===== config.mk =====
export PLATFORM = sky130hd
export DESIGN_NAME = usb_txn_ctrl
export DESIGN_NICKNAME = d
export VERILOG_FILES = /design/src/rtl/usb_pkg.sv /design/src/rtl/usb_toggle_tbl.sv /design/src/rtl/usb_txn_ctrl.sv
export SDC_FILE = /design/constraint.sdc
export NUM_CORES = 1
export LEC_CHECK = 0
export ABC_AREA = 1
export CAP_MARGIN = 20
export CORE_MARGIN = 3
export CORE_UTILIZATION = 30
export CTS_CLUSTER_DIAMETER = 100
export DETAILED_ROUTE_END_ITERATION = 8
export HOLD_SLACK_MARGIN = 0.12
export SETUP_SLACK_MARGIN = 0.05
export SLEW_MARGIN = 30
export SYNTH_ARGS = -nofsm -noshare
export SYNTH_HDL_FRONTEND = slang
export SYNTH_SLANG_ARGS = --single-unit

===== constraint.sdc =====
create_clock -name clock -period 4.1 [get_ports clock]
set_input_delay 0.82 -clock clock [delete_from_list [all_inputs] [get_ports clock]]
set_output_delay 0.82 -clock clock [all_outputs]
set_load 0.02 [all_outputs]

===== src/rtl/usb_pkg.sv =====
`default_nettype none
// ============================================================================
// Module : usb_pkg
// Shared PID codes, transaction states and helpers for the transaction path.
// Rev    : 1.0
// ============================================================================
package usb_pkg;

  typedef enum logic [3:0] {
    PID_OUT   = 4'b0001,
    PID_IN    = 4'b1001,
    PID_SETUP = 4'b1101,
    PID_DATA0 = 4'b0011,
    PID_DATA1 = 4'b1011,
    PID_ACK   = 4'b0010,
    PID_NAK   = 4'b1010,
    PID_STALL = 4'b1110
  } usb_pid_e;

  typedef enum logic [1:0] {
    ST_IDLE      = 2'd0,
    ST_WAIT_DATA = 2'd1,
    ST_SEND_HS   = 2'd2
  } txn_state_e;

  function automatic logic is_data_pid(input logic [3:0] pid);
    return (pid == PID_DATA0) || (pid == PID_DATA1);
  endfunction

endpackage
`default_nettype wire


===== src/rtl/usb_toggle_tbl.sv =====
`default_nettype none
// ============================================================================
// Module : usb_toggle_tbl
// Per-endpoint DATA0/DATA1 expectation bits: read, flip, force-to-DATA0.
// Rev    : 1.0
// ============================================================================
module usb_toggle_tbl #(
  parameter int NUM_EP = 4
) (
  input  logic       clk,
  input  logic       rst,
  input  logic [3:0] i_rd_idx,
  input  logic       i_flip_en,
  input  logic [3:0] i_flip_idx,
  input  logic       i_clr_en,
  input  logic [3:0] i_clr_idx,
  output logic       o_rd_val
);

  logic [NUM_EP-1:0] r_bits;
  logic [NUM_EP-1:0] w_clr_mask;
  logic [NUM_EP-1:0] w_flip_mask;
  logic [15:0]       w_all;

  always_comb begin
    w_clr_mask  = '0;
    w_flip_mask = '0;
    for (int i = 0; i < NUM_EP; i++) begin
      if (i_clr_en && (i_clr_idx == 4'(i)))
        w_clr_mask[i] = 1'b1;
      if (i_flip_en && (i_flip_idx == 4'(i)))
        w_flip_mask[i] = 1'b1;
    end
  end

  always_ff @(posedge clk or posedge rst) begin
    if (rst)
      r_bits <= '0;
    else
      r_bits <= (r_bits & ~w_clr_mask) ^ w_flip_mask;
  end

  // Unimplemented endpoints read as DATA0; the controller stalls them anyway.
  assign w_all    = 16'(r_bits);
  assign o_rd_val = w_all[i_rd_idx];

endmodule
`default_nettype wire


===== src/rtl/usb_txn_ctrl.sv =====
`default_nettype none
// ============================================================================
// Module : usb_txn_ctrl
// Device-side OUT/SETUP/IN transaction sequencer with toggle check and handshake.
// Rev    : 1.0
// ============================================================================
module usb_txn_ctrl #(
  parameter int NUM_EP      = 4,
  parameter int TIMEOUT_CYC = 18
) (
  input  logic       clock,
  input  logic       reset,
  input  logic       pkt_valid,
  input  logic [3:0] pkt_pid,
  input  logic [6:0] pkt_addr,
  input  logic [3:0] pkt_endp,
  input  logic       pkt_err,
  input  logic [6:0] dev_addr,
  input  logic       buf_ready,
  input  logic       hs_done,
  output logic       hs_req,
  output logic [3:0] hs_pid,
  output logic       data_commit,
  output logic       data_drop,
  output logic [3:0] txn_endp,
  output logic       timeout,
  output logic       busy
);
  import usb_pkg::*;

  localparam int                 c_tmr_w  = (TIMEOUT_CYC > 1) ? $clog2(TIMEOUT_CYC) : 1;
  localparam logic [c_tmr_w-1:0] c_tc     = c_tmr_w'(TIMEOUT_CYC - 1);
  localparam logic [4:0]         c_num_ep = 5'(NUM_EP);

  txn_state_e         r_state, w_state_nxt;
  logic [c_tmr_w-1:0] r_timer, w_timer_nxt;
  logic [3:0]         r_endp, w_endp_nxt;
  logic               r_setup, w_setup_nxt;
  logic [3:0]         r_hs_pid, w_hs_pid_nxt;
  logic               r_commit, w_commit_nxt;
  logic               r_drop, w_drop_nxt;
  logic               r_timeout, w_timeout_nxt;
  logic               w_flip, w_force, w_tgl, w_addr_hit, w_ep_ok;

  usb_toggle_tbl #(.NUM_EP(NUM_EP)) u_toggle_tbl (
    .clk        (clock),
    .rst        (reset),
    .i_rd_idx   (r_endp),
    .i_flip_en  (w_flip),
    .i_flip_idx (r_endp),
    .i_clr_en   (w_force),
    .i_clr_idx  (pkt_endp),
    .o_rd_val   (w_tgl)
  );

  assign w_addr_hit = pkt_valid && !pkt_err && (pkt_addr == dev_addr);
  assign w_ep_ok    = ({1'b0, r_endp} < c_num_ep);

  always_ff @(posedge clock or posedge reset) begin
    if (reset) begin
      r_state   <= ST_IDLE;
      r_timer   <= '0;
      r_endp    <= '0;
      r_setup   <= 1'b0;
      r_hs_pid  <= '0;
      r_commit  <= 1'b0;
      r_drop    <= 1'b0;
      r_timeout <= 1'b0;
    end else begin
      r_state   <= w_state_nxt;
      r_timer   <= w_timer_nxt;
      r_endp    <= w_endp_nxt;
      r_setup   <= w_setup_nxt;
      r_hs_pid  <= w_hs_pid_nxt;
      r_commit  <= w_commit_nxt;
      r_drop    <= w_drop_nxt;
      r_timeout <= w_timeout_nxt;
    end
  end

  always_comb begin
    w_state_nxt   = r_state;
    w_timer_nxt   = r_timer;
    w_endp_nxt    = r_endp;
    w_setup_nxt   = r_setup;
    w_hs_pid_nxt  = r_hs_pid;
    w_commit_nxt  = 1'b0;
    w_drop_nxt    = 1'b0;
    w_timeout_nxt = 1'b0;
    w_flip        = 1'b0;
    w_force       = 1'b0;
    case (r_state)
      ST_IDLE: begin
        if (w_addr_hit && ((pkt_pid == PID_OUT) || (pkt_pid == PID_SETUP))) begin
          w_endp_nxt  = pkt_endp;
          w_setup_nxt = (pkt_pid == PID_SETUP);
          w_force     = (pkt_pid == PID_SETUP);
          w_timer_nxt = '0;
          w_state_nxt = ST_WAIT_DATA;
        end else if (w_addr_hit && (pkt_pid == PID_IN)) begin
          w_hs_pid_nxt = PID_NAK;
          w_state_nxt  = ST_SEND_HS;
        end
      end
      ST_WAIT_DATA: begin
        // A packet arriving on the terminal-count cycle wins over the timeout.
        if (pkt_valid) begin
          w_state_nxt = ST_IDLE;
          if (is_data_pid(pkt_pid)) begin
            if (pkt_err) begin
              w_drop_nxt = 1'b1;
            end else if (!w_ep_ok) begin
              w_drop_nxt   = 1'b1;
              w_hs_pid_nxt = PID_STALL;
              w_state_nxt  = ST_SEND_HS;
            end else if (w_tgl != pkt_pid[3]) begin
              // Retransmission of a packet already taken: ACK it again.
              w_drop_nxt   = 1'b1;
              w_hs_pid_nxt = PID_ACK;
              w_state_nxt  = ST_SEND_HS;
            end else if (buf_ready || r_setup) begin
              w_commit_nxt = 1'b1;
              w_flip       = 1'b1;
              w_hs_pid_nxt = PID_ACK;
              w_state_nxt  = ST_SEND_HS;
            end else begin
              w_drop_nxt   = 1'b1;
              w_hs_pid_nxt = PID_NAK;
              w_state_nxt  = ST_SEND_HS;
            end
          end
        end else if (r_timer == c_tc) begin
          w_timeout_nxt = 1'b1;
          w_state_nxt   = ST_IDLE;
        end else begin
          w_timer_nxt = r_timer + 1'b1;
        end
      end
      ST_SEND_HS: begin
        if (hs_done)
          w_state_nxt = ST_IDLE;
      end
      default: w_state_nxt = ST_IDLE;
    endcase
  end

  assign hs_req      = (r_state == ST_SEND_HS);
  assign busy        = (r_state != ST_IDLE);
  assign hs_pid      = r_hs_pid;
  assign data_commit = r_commit;
  assign data_drop   = r_drop;
  assign timeout     = r_timeout;
  assign txn_endp    = r_endp;

endmodule
`default_nettype wire


==> run metrics, run 1 <==
Starting DRT DRC Count 66; Clock transition at path regs 0.08 ns; post-synth top area cell dfrtp_1; proportion of layout cells with a drive suffix above 1 0.07393; cell count after synthesis 217; fin cells 322; Worst slew margin 0.4812; Clk Tree Root Cell clkbuf_8; synth top area cells dfrtp_1, nand2_1, inv_1, nand3_1, nor2_1; WHS 0.4764 ns; Nets 289; final core occ 0.4316; Hold Path Sink hs_pid[3]; # Post-CTS Setup Buffers 0; vias per cell 4.242; Site Rows 24; slowest cell on the critical path clkdlybuf4s50_1; final slew viol count 0; # resized after CTS 0; WP buf/inv 2; EDFF count, synth 0; Via Count 1,366; status completed; vias in the first global route 1,211; worst hold path depth 2; DR WL/cell 10.07 um; mapped cell area 0.001463 mm2; Placer Congestion 0.7691; CP top delay family buffers and inverters; Clock Latency Late Sink 0.26 ns; IO Pins 41; CP Max Fanout 8; Synth top area share 0.3764; core footprint 0.004534 mm2; CTS tree built; crit-path cells nor2_1 > inv_1 > clkdlybuf4s50_1; Synth Register Bits 22; CTS buffer count 3; RSZ-0062 raised after global routing false; largest net degree at the start of global routing 23; H-tree levels 1; die area 0.005749 mm2; Initial Util 0.3226; top_reg_cell synth dfrtp_1; ys async rst share 1.000; die height 75.83 um; RR Endpoint r_timer[1]; pre-CTS WS 1.464 ns; commonest non-fill, non-tap cell in the layout nand2_1; # DRC 0; VDD IR-drop max 147.0 uV; first-pass GRT wire length 5230 um; Layout Area Growth over Synthesis 33.79%; final WL 3242 um; Hold Buf Count CTS 0; All-Layer GR Usage 0.1179; worst hold start hs_pid[3]; final worst path period need 2.654 ns; reg-to-reg setup timing slack 2.47 ns; commonest cells after routing, fill and taps aside nand2_1, inv_1, clkdlybuf4s50_1, nor2_1, dfrtp_1; setup TNS 0 ns; Worst Hold Class register to register; remaining antenna violation count 0; diode count 0; R2R cell count 5; startpoint types register; pwr/cell area 271.2 mW/mm2; CP peak stage delay 0.56 ns; WP data required 3.28 ns; port bufs 39; TritonRoute pass-1 iters 4; fmax 376.7 MHz; CTS sink cnt 22; Seq/Total Area, Yosys 0.3764; Avg Inst Size Synth 6.740 um2; kind of end point of the critical path output pin; syn nets 247; Crit Reg-Reg Startpoint r_state[0]; GRT overflow 0; Layout Skew 0.005787 ns; Critical Setup Path Class register to output pin; WP data arrival 1.83 ns; post-synth cell types 23; measured slew at the worst slew-check pin 0.7734 ns; # setup viols final 0; Longest Clk Path Bufs 2; Pleak 1.008 nW; max-cap violation count 0; crit share post-route 0.6474; initial antenna violation count 0; Die Width 75.83 um; Hold Fails Final Rpt 0; worst setup margin 1.446 ns; Warnings, synthesis 0; Detail Placement HPWL 2558 um; Cells after DPL 319
-- per-layer routing --
layer / global-route usage / share of wire / vias up
met5: 0 / 0 / -
met1: 0.1535 / 0.49 / 581
met2: 0.1930 / 0.42 / 41
met3: 0.03034 / 0.078 / 4
li1: - / - / 740
met4: 0.03301 / 0.011 / 0
-- worst min-delay path, delay by kind of cell (launching register included) --
family	cells	cell delay, ns
flip-flops	1	0.35
AND/OR/NAND/NOR	2	0.09
-- cell usage after synthesis (3+ instances only) --
cell type	n
dfrtp_1	22
inv_2	3
nand3_1	18
nor3_1	12
nor2_1	24
nand2_2	3
nand4_1	5
nand2_1	66
o21ai_2	5
inv_1	42
-- how the worst max path moves through the flow --
stage / depth (start not counted) / to / startpoint / slack [ns]
after global routing: 3 / busy / r_state[0] / 1.29
after CTS: 3 / busy / r_state[0] / 1.41
after floorplan: 7 / txn_endp[0] / dev_addr[5] / 2.19
after global placement: 11 / r_timer[1] / pkt_addr[0] / 1.52
final: 3 / busy / r_state[0] / 1.45
after detailed placement: 11 / r_timer[1] / dev_addr[3] / 1.46
-- registers in the layout, indices dropped and copies added (netlist names) --
signal	count
r_timer	5
txn_endp	4
u_toggle_tbl.r_bits	4
hs_pid	3
r_state	2
data_commit	1
data_drop	1
r_setup	1
timeout	1
-- power by group --
group / internal [W] / switching [W] / total [W]
clock: 0.0000655 / 0.0000679 / 0.000133
sequential: 0.000228 / 0.00000619 / 0.000234
combinational: 0.0000699 / 0.0000931 / 0.000163
-- through the flow --
step                      instance area (um2)  power (W)
after floorplan                          1463  0.0003296
after detailed placement                 1916  0.0004039
after CTS                                1957  0.0005389
final                                    1957  0.0005306
after global placement                   1916  0.0004025
after global routing                     1957  0.0005653
-- area by class of cell --
cell class	count	area, um2
Tap cell	65	81.33
Inverter	45	168.9
Multi-Input combinational cell	148	724.4
Clock buffer	3	41.29
Fill cell	483	2577
Sequential cell	22	550.5
Timing Repair Buffer	39	390.4
-- logic make-up after synthesis --
group           count (synthesis)  synth area share
flops                          22            0.3764
xor+xnor                        4           0.02396
simple gates                  134            0.4149
fa+ha+maj                       2           0.01711
other cells                     1          0.002564
compound gates                  7           0.03678
buf+inv                        47            0.1283
(Power assumes the default switching activity.)
==> inputs of run 2 (changes only) <==
clock period = 2.65 ns   (was 4.1 ns; I/O delays follow)
==> run 2 against run 1 <==
  * Combinational power up 63%
  * Sequential share of layout area fell by 0.41 points
  * Sequential cell count is the same
  * Clock-buffer cell count grew 1
  * Largest cell class unchanged
==> run metrics, run 2 (synthesized netlist as in run 1, its figures left out) <==
DR WL/cell 10.20 um; Flop pwr share 0.418; H-tree levels 1; measured slew at the worst slew-check pin 0.5126 ns; Layout Area Growth over Synthesis 35.76%; Starting DRT DRC Count 60; CP Max Fanout 15; R2R cell count 12; pre-CTS WS 0.3005 ns; Worst Hold Class register to register; Clk pwr share 0.275; Critical path origin dev_addr[0]; TritonRoute pass-1 iters 4; # resized after CTS 0; vias in the first global route 1,261; Crit Reg-Reg Startpoint txn_endp[0]; Switch Pwr 0.0002620 W; RSZ-0062 raised after global routing false; commonest non-fill, non-tap cell in the layout nand2_1; GRT overflow 0; Site Rows 24; pwr/cell area 435.9 mW/mm2; CTS sink cnt 22; # DRC 0; setup TNS 0 ns; worst setup margin 0.5853 ns; kind of end point of the critical path register; max-cap violation count 0; Nets 291; WP data required 2.84 ns; switching part of the total 0.3027; core footprint 0.004534 mm2; WP data arrival 2.25 ns; combinational fraction of design power 0.307; Via Count 1,370; Hold Fails Final Rpt 0; Largest register FFs 5; vias per cell 4.215; Clock Latency Late Sink 0.26 ns; diode count 0; reg-to-reg setup timing slack 1.04 ns; crit share post-route 0.7791; Clk Tree Root Cell clkbuf_8; Biggest register r_timer; RR Endpoint u_toggle_tbl.r_bits[3]; # Post-CTS Setup Buffers 0; CTS buffer count 3; Die Width 75.83 um; initial antenna violation count 0; Placer Congestion 0.7845; first-pass GRT wire length 5347 um; crit path to r_timer[1]; Worst slew margin 0.6557; # setup viols final 0; IO Pins 41; Detail Placement HPWL 2629 um; VDD IR-drop max 198.3 uV; Int Pwr 0.0006035 W; Longest Clk Path Bufs 2; Pleak 1.028 nW; largest net degree at the start of global routing 23; commonest cells after routing, fill and taps aside nand2_1, inv_1, clkdlybuf4s50_1, nor2_1, dfrtp_1; die area 0.005749 mm2; remaining antenna violation count 0; die height 75.83 um; CTS tree built; port bufs 39; Clock transition at path regs 0.08 ns; startpoint types input port; fmax 484.3 MHz; final slew viol count 0; Hold Buf Count CTS 0; Initial Util 0.3226; proportion of layout cells with a drive suffix above 1 0.08462; All-Layer GR Usage 0.1214; final worst path period need 2.065 ns; Critical Setup Path Class input port to register; Layout Skew 0.005105 ns; final WL 3315 um; status completed
[run 2: cell types whose count changed in the layout (fill, tap and decap cells not counted), sizes merged]
| cell | before | now |
|---|---|---|
| buf | 0 | 2 |
| clkbuf | 3 | 4 |
| clkinv | 1 | 0 |
| inv | 44 | 45 |
[run 2: worst min path at each step]
stage	slack, ns	from	cells after the start	end
after detailed placement	0.45	hs_pid[1]	2	hs_pid[1]
final	0.47	hs_pid[1]	2	hs_pid[1]
after global routing	0.50	hs_pid[1]	2	hs_pid[1]
after floorplan	0.46	r_setup	2	r_setup
after CTS	0.48	hs_pid[1]	2	hs_pid[1]
after global placement	0.45	hs_pid[1]	2	hs_pid[1]
[run 2: area by class of cell]
cell class | count | area [um2]
Fill cell | 456 | 2549
Tap cell | 65 | 81.33
Timing Repair Buffer | 41 | 405.4
Clock buffer | 4 | 55.05
Multi-Input combinational cell | 148 | 724.4
Sequential cell | 22 | 550.5
Inverter | 45 | 168.9
[run 2: power groups by stage]
stage	Sequential [W]	Clock (W)	Combinational, W
2_1_floorplan	0.000378	0	0.000132
3_3_place_gp	0.000368	0	0.000267
3_5_place_dp	0.000369	0	0.000269
4_1_cts	0.000362	0.000248	0.000270
5_1_grt	0.000363	0.000262	0.000295
6_report	0.000362	0.000238	0.000265
[run 2: metal layers]
metal,vias to the layer above,track usage,share of wire
met5,-,0,0
met4,0,0.04660,0.0063
met3,2,0.02507,0.056
met2,31,0.1968,0.43
met1,590,0.1580,0.51
li1,747,-,-
[run 2: critical path, cell delays in order]
cell	delay, ns
clkdlybuf4s50_1	0.48
inv_1	0.04
nand2_1	0.05
nand2_1	0.04
nor2_1	0.10
nand2_1	0.10
nor3_4	0.30
nand3_4	0.26
nand2_2	0.19
nand2_1	0.07
o21ai_1	0.08
[run 2: per-stage QoR]
step	utilization	cells	cell area, um2	hold WS [ns]	power, W
detailed placement	0.4258	321	1931	0.4541	0.0006374
CTS	0.4379	325	1986	0.4752	0.0008796
global route	0.4379	325	1986	0.4984	0.0009192
global placement	0.4258	321	1931	0.4497	0.0006351
floorplan	-	217	1463	0.4557	0.0005099
finish	0.4379	325	1986	0.4681	0.0008655
==> inputs of run 3 (changes only) <==
clock period = 2 ns   (was 2.65 ns; I/O delays follow)
==> run 3 against run 2 <==
  * Sequential power increased by 33%
  * Clock skew fell by 0.0038 ns
  * Sequential share of layout area fell by 0.91 points
  * Clock power increased by 16%
  * First-iteration DRC count down 5.0%
  * Sequential cell count stayed put
  * Critical endpoint is now hs_req
  * Largest cell class unchanged
==> run metrics, run 3 (synthesized netlist as in run 1, its figures left out) <==
H-tree levels 1; CTS buffer count 3; Clock Latency Late Sink 0.26 ns; VDD IR-drop max 216.3 uV; Pleak 1.130 nW; # setup viols final 0; Nets 297; final slew viol count 0; final core occ 0.4528; CTS tree built; Detail Placement HPWL 2602 um; Site Rows 24; Critical path origin r_state[0]; commonest non-fill, non-tap cell in the layout nand2_1; diode count 0; Clk Tree Root Cell clkbuf_8; GRT overflow 0; reg-to-reg setup timing slack 0.40 ns; Hold Fails Final Rpt 0; Layout Area Growth over Synthesis 40.38%; commonest cells after routing, fill and taps aside nand2_1, inv_1, clkdlybuf4s50_1, nor2_1, dfrtp_1; largest net degree at the start of global routing 23; WP data required 1.60 ns; final WL 3345 um; WHS 0.4774 ns; Crit Reg-Reg Startpoint txn_endp[0]; die area 0.005749 mm2; Largest register FFs 5; fmax 539.4 MHz; area post-placement 0.001968 mm2; CTS sink cnt 22; CP Max Fanout 4; Biggest register r_timer; crit path to hs_req; port bufs 39; Initial Util 0.3226; startpoint types register; Longest Clk Path Bufs 2; Layout Skew 0.001320 ns; R2R cell count 12; Final Cell Area 0.002053 mm2; Die Width 75.83 um; status completed; pwr/cell area 538.4 mW/mm2; TritonRoute pass-1 iters 4; WP data arrival 1.45 ns; vias per cell 4.179; Placer Congestion 0.8019; proportion of layout cells with a drive suffix above 1 0.1019; DR WL/cell 10.14 um; first-pass GRT wire length 5526 um; die height 75.83 um; max-cap violation count 0; crit share post-route 0.9270; # DRC 0; Critical Setup Path Class register to output pin; core footprint 0.004534 mm2; RSZ-0062 raised after global routing false; Via Count 1,379; initial antenna violation count 0; vias in the first global route 1,275; Worst Hold Class input port to async pin; Clock transition at path regs 0.08 ns; kind of end point of the critical path output pin; RR Endpoint u_toggle_tbl.r_bits[0]; IO Pins 41; final worst path period need 1.854 ns; Starting DRT DRC Count 57; remaining antenna violation count 0; All-Layer GR Usage 0.1241
run 3: cell count changes in the layout (fill, tap and decap cells not counted), sizes merged:
cell,change
clkdlybuf4s50,-8
clkbuf,-1
buf,+6
dlymetal6s2s,+8
run 3: power breakdown:
| group | internal [W] | total, W | switching, W |
|---|---|---|---|
| clock network | 0.000134 | 0.000275 | 0.000141 |
| registers | 0.000467 | 0.000480 | 0.0000125 |
| logic | 0.000157 | 0.000350 | 0.000193 |
run 3: timing repair:
action,in CTS,in global routing
endpoints found under the hold margin,0,0
hold buffers,0,0
buffers inserted,0,1
resized for setup,0,9
endpoints found under the setup margin,0,5
run 3: worst min-delay path by stage:
stage,slack (ns),start,cells past startpoint,endpoint
2_1_floorplan,0.39,reset,1,data_commit
3_3_place_gp,0.45,hs_pid[1],2,hs_pid[1]
3_5_place_dp,0.46,hs_pid[1],2,hs_pid[1]
4_1_cts,0.48,hs_pid[1],2,hs_pid[1]
5_1_grt,0.50,hs_pid[1],2,hs_pid[1]
6_report,0.48,reset,3,r_state[0]
run 3: stage by stage:
stage | total power [W] | std cells | setup slack, ns | setup TNS, ns
global placement | 0.0008437 | 326 | -0.07993 | -0.4430
global route | 0.001182 | 330 | 0.05404 | 0
finish | 0.001105 | 330 | 0.1461 | 0
CTS | 0.001125 | 329 | 0.1234 | 0
detailed placement | 0.0008455 | 326 | -0.1280 | -1.057
floorplan | 0.0006756 | 217 | 0.5143 | 0
run 3: area by class of cell:
type                            count  area, um2
Inverter                           45      168.9
Sequential cell                    22      550.5
Tap cell                           65      81.33
Clock buffer                        3      41.29
Timing Repair Buffer               47      486.7
Fill cell                         467       2481
Multi-Input combinational cell    148      724.4
run 3: routing by layer:
layer | global-route usage | wire length [um]
met5 | 0 | 0
met4 | 0.05049 | 31
met3 | 0.02770 | 233
met2 | 0.1930 | 1461
met1 | 0.1663 | 1618
run 3: worst max-delay path: stages (launching register included):
cell	delay [ns]
dfrtp_1	0.41
nor2_1	0.16
clkdlybuf4s50_1	0.62
==> edit 1, RTL diff (flow settings as in run 3) <==
The output `timeout` loses its register stage (`r_timeout` becomes a continuous assignment).
--- a/src/rtl/usb_txn_ctrl.sv
+++ b/src/rtl/usb_txn_ctrl.sv
@@ -67,3 +67,2 @@
       r_drop    <= 1'b0;
-      r_timeout <= 1'b0;
     end else begin
@@ -76,5 +75,6 @@
       r_drop    <= w_drop_nxt;
-      r_timeout <= w_timeout_nxt;
     end
   end
+
+  assign r_timeout = w_timeout_nxt;
 
Behaviour: no difference found for any inputs over 10 cycles, from zero or initial values and one cycle with reset high; that may be too few to reach the edited logic, so the function may still have changed.
==> edit 1 against run 3 <==
  * Routed wire length increased by 5.3%
  * Sequential power decreased by 4.8%
  * Utilization decreased by 1.4 points
  * Total power decreased by 3.5%
  * Setup slack got worse by 5.7 ps
  * Sequential cell count decreased by 1
  * Critical path type unchanged
  * Largest cell class unchanged
  * Count of clock-buffer cells in the layout increased by 1
  * Design area increased by 2.9%
  * Largest power group unchanged
  * Synthesized area increased by 4.1%
==> edit 1: results <==
[logic_synthesis]
synth_fp_nets = 254
synthFlopType = "dfrtp_1"
ys_async_sr_fraction = 1.00
ys_types = 28
synth_warnings = 0
synth_area_leaders = "dfrtp_1, nand2_1, inv_1"
synthTopCellsByCount = "nand2_1, inv_1, nor2_1"
synth_seq_area_share = 0.345

[power_and_ir_drop]
leakage_uw = 0.00114
vdd_ir_drop_max_uv = 304

[grt]
use_met2 = 0.202
grt_pass1_wl_um = 5910
antenna_found_initial = 0
grt_usage = 0.122
grt_pass1_vias = 1289
gr-usage-met3 = 0.0258
use_met1 = 0.163
grt_start_max_net_pins = 22

[cts]
clock_latency_ps = 260
hold_buffers = 0
clk_path_buf_depth = 2
clkTransAtPathRegs_ps = 70
cts_made_buffers = 3
cts_root_buf = "clkbuf_8"
htreeDepth = 1

[setup_path]
crit_slowest_cell = "clkdlybuf4s50_1"
worstPathMaxFanout = 3
crit_arrival_ps = 1460
cp_slowest_stage_delay_ps = 600
cpLargestDelayFamily = "buffers and inverters"

[placement]
place_hpwl_um = 2810
io_buffer_count = 39
dpl-instance-area_um2 = 2030
routabilityCongestion = 0.821

[finish]
largest_register = "r_timer"
n_antenna_cell = 0
largest_register_ffs = 5
drive_above_1_share = 0.160
final_net_count = 306

[drt]
vias_per_cell = 4.30
drt_pass1_iterations = 4
drtIter0Drc = 55
routed_wl_um = 3520

[min_path]
hold_class = "in -> async"

[sta]
finalClockSkew_ps = 2.80

[status]
status = "completed"
==> edit 1: worst paths after layout <==
path | startpoint | endpoint | slack (ps) | cells past startpoint
max | r_state[1] | hs_req | 140 | 3
min | reset | r_timer[1] | 470 | 3
max reg2reg | r_timer[1] | r_timer[2] | 450 | 10
min reg2reg | hs_pid[1] | hs_pid[1] | 480 | 2
max in group asynchronous | reset | hs_pid[2] | 1310 | 3
min in group clock | hs_pid[1] | hs_pid[1] | 480 | 2
==> edit 1: per-stage QoR <==
stage	hold slack, ps	setup slack [ps]	instances
2_1_floorplan	377	469	224
3_3_place_gp	454	-113	335
3_5_place_dp	460	-120	335
4_1_cts	479	52.2	339
5_1_grt	493	52.0	342
6_report	470	140	342
==> edit 1: report_power, final <==
group	switching, uW	internal, uW
Combinational	185	144
Clock	139	142
Sequential	16.5	441
==> edit 1: cell type report <==
type                       count  area (um^2)
clock buffer                   4         45.0
tap                           67         83.8
multi-input combinational    159          825
sequential                    21          526
inverter                      42          159
fill                         518         2700
timing repair buffer          49          475
==> edit 1: cell families (layout without fill, tap and decap cells) <==
family                     after synthesis  after routing  synth area share
other                                    1              1           0.00246
AOI/OAI and AO/OA                       12             12            0.0559
xor gates and xnor gates                 2              2            0.0115
DFF                                     21             21             0.345
buffers and inverters                   44             95             0.117
adders and majority gates                2              2            0.0164
and+or+nand+nor                        142            142             0.452
==> edit 1: layer usage <==
metal | vias up | part of all wire
met4 | 0 | 0.0060
li1 | 782 | -
met2 | 25 | 0.49
met5 | - | 0
met1 | 660 | 0.47
met3 | 2 | 0.030
==> edit 1: timing repair <==
action,4_1_cts,5_1_grt
setup endpoints to repair,1,4
resized for setup,4,2
setup buffers,0,3
==> edit 2, RTL diff (flow settings as in run 3) <==
Made on the original files. `NUM_EP` is set to 4 in 2 places; all go to 2.
--- a/src/rtl/usb_toggle_tbl.sv
+++ b/src/rtl/usb_toggle_tbl.sv
@@ -7,3 +7,3 @@
 module usb_toggle_tbl #(
-  parameter int NUM_EP = 4
+  parameter int NUM_EP = 2
 ) (
--- a/src/rtl/usb_txn_ctrl.sv
+++ b/src/rtl/usb_txn_ctrl.sv
@@ -7,3 +7,3 @@
 module usb_txn_ctrl #(
-  parameter int NUM_EP      = 4,
+  parameter int NUM_EP      = 2,
   parameter int TIMEOUT_CYC = 18
Check against the original RTL: not equivalent (Yosys sat finds a counterexample within 4 cycles, from zero or initial values and one cycle with reset high).
==> edit 2 against run 3 <==
  * Routed wire length down 4.8%
  * Setup slack better by 5.0 ps
  * Combinational power down 12%
  * Utilization up 0.13 points
  * Sequential power down 6.9%
  * Hold slack worse by 16 ps
  * Total power down 8.8%
  * Design area down 8.3%
  * Synthesized area down 8.6%
  * Sequential cell count down 2
  * Largest cell class unchanged
==> edit 2: results <==
[setup_path]
rr_worst_depth = 10
r2r_slack_ps = 340
r2r_end = "u_toggle_tbl.r_bits[0]"
crit_slowest_cell = "clkdlybuf4s50_1"
cp_slowest_stage_delay_ps = 530
startpoint = "r_state[1]"
r2r-start = "txn_endp[2]"
endpoint = "busy"
worstPathMaxFanout = 4
crit_arrival_ps = 1450

[cts]
cts_made_buffers = 3
clk_path_buf_depth = 2
clkTransAtPathRegs_ps = 70
ctsResizeCount = 0
htreeDepth = 1
clock_latency_ps = 250

[drt]
drt-met1-wl_um = 1520
drtIter0Drc = 61
vias_per_cell = 4.51
topRoutingLayerUsed = "met4"
routed_wl_um = 3180
met3WireLength_um = 183
met2_length_um = 1430
drt_pass1_iterations = 5

[grt]
grt_pass1_wl_um = 5540
antenna_found_initial = 0
use_met1 = 0.178
use_met2 = 0.210
gr-usage-met3 = 0.0358
grt_usage = 0.132
grt_start_max_net_pins = 21

[logic_synthesis]
synth_seq_area_share = 0.374
synth_warnings = 0
ys_types = 27
ys_async_sr_fraction = 1.00
synth_fp_nets = 229
synthTopCellsByCount = "nand2_1, inv_1, nor2_1"
synth_area_leaders = "dfrtp_1, nand2_1, inv_1"

[power_and_ir_drop]
pg_seq_uw = 447
netSwitchingPower_uw = 311
vdd_ir_drop_max_uv = 458
p_clk_uw = 254
leakage_uw = 0.000965

[finish]
final_net_count = 279
largest_register_ffs = 5
drive_above_1_share = 0.126
n_antenna_cell = 0
largest_register = "r_timer"

[min_path]
whs_path_depth = 2
worstHoldStart = "hs_pid[1]"
whs_endpoint = "hs_pid[1]"
hold_class = "reg -> reg"

[sta]
final_hold_viol_count = 0
finalClockSkew_ps = 5.08

[placement]
dpl-instance-area_um2 = 1840
place_hpwl_um = 2640
routabilityCongestion = 0.767
io_buffer_count = 39

[status]
status = "completed"
==> edit 2: metrics by stage <==
stage	cells	hold slack (ps)	power [uW]	worst slack, ps
2_1_floorplan	199	364	605	559
3_3_place_gp	294	447	761	21.9
3_5_place_dp	294	450	762	0.819
4_1_cts	297	470	1020	81.6
5_1_grt	297	484	1080	82.7
6_report	297	462	1010	151
==> edit 2: final cells by class <==
type | count | area [um^2]
fill | 428 | 2260
sequential | 20 | 500
timing repair buffer | 46 | 445
multi-input combinational | 133 | 663
inverter | 45 | 169
clock buffer | 3 | 41.3
tap | 50 | 62.6
==> edit 2: logic make-up after synthesis <==
family / synth area share
other cells: 0.00280
compound gates: 0.0851
flops: 0.374
simple gates: 0.387
fa+ha+maj: 0.0187
buf+inv: 0.132
==> edit 2: worst max-delay path, delay by kind of cell, from the launching register on <==
| family | cells | cell delay [ps] |
|---|---|---|
| simple gates | 1 | 170 |
| buf+inv | 2 | 580 |
| flops | 1 | 440 |
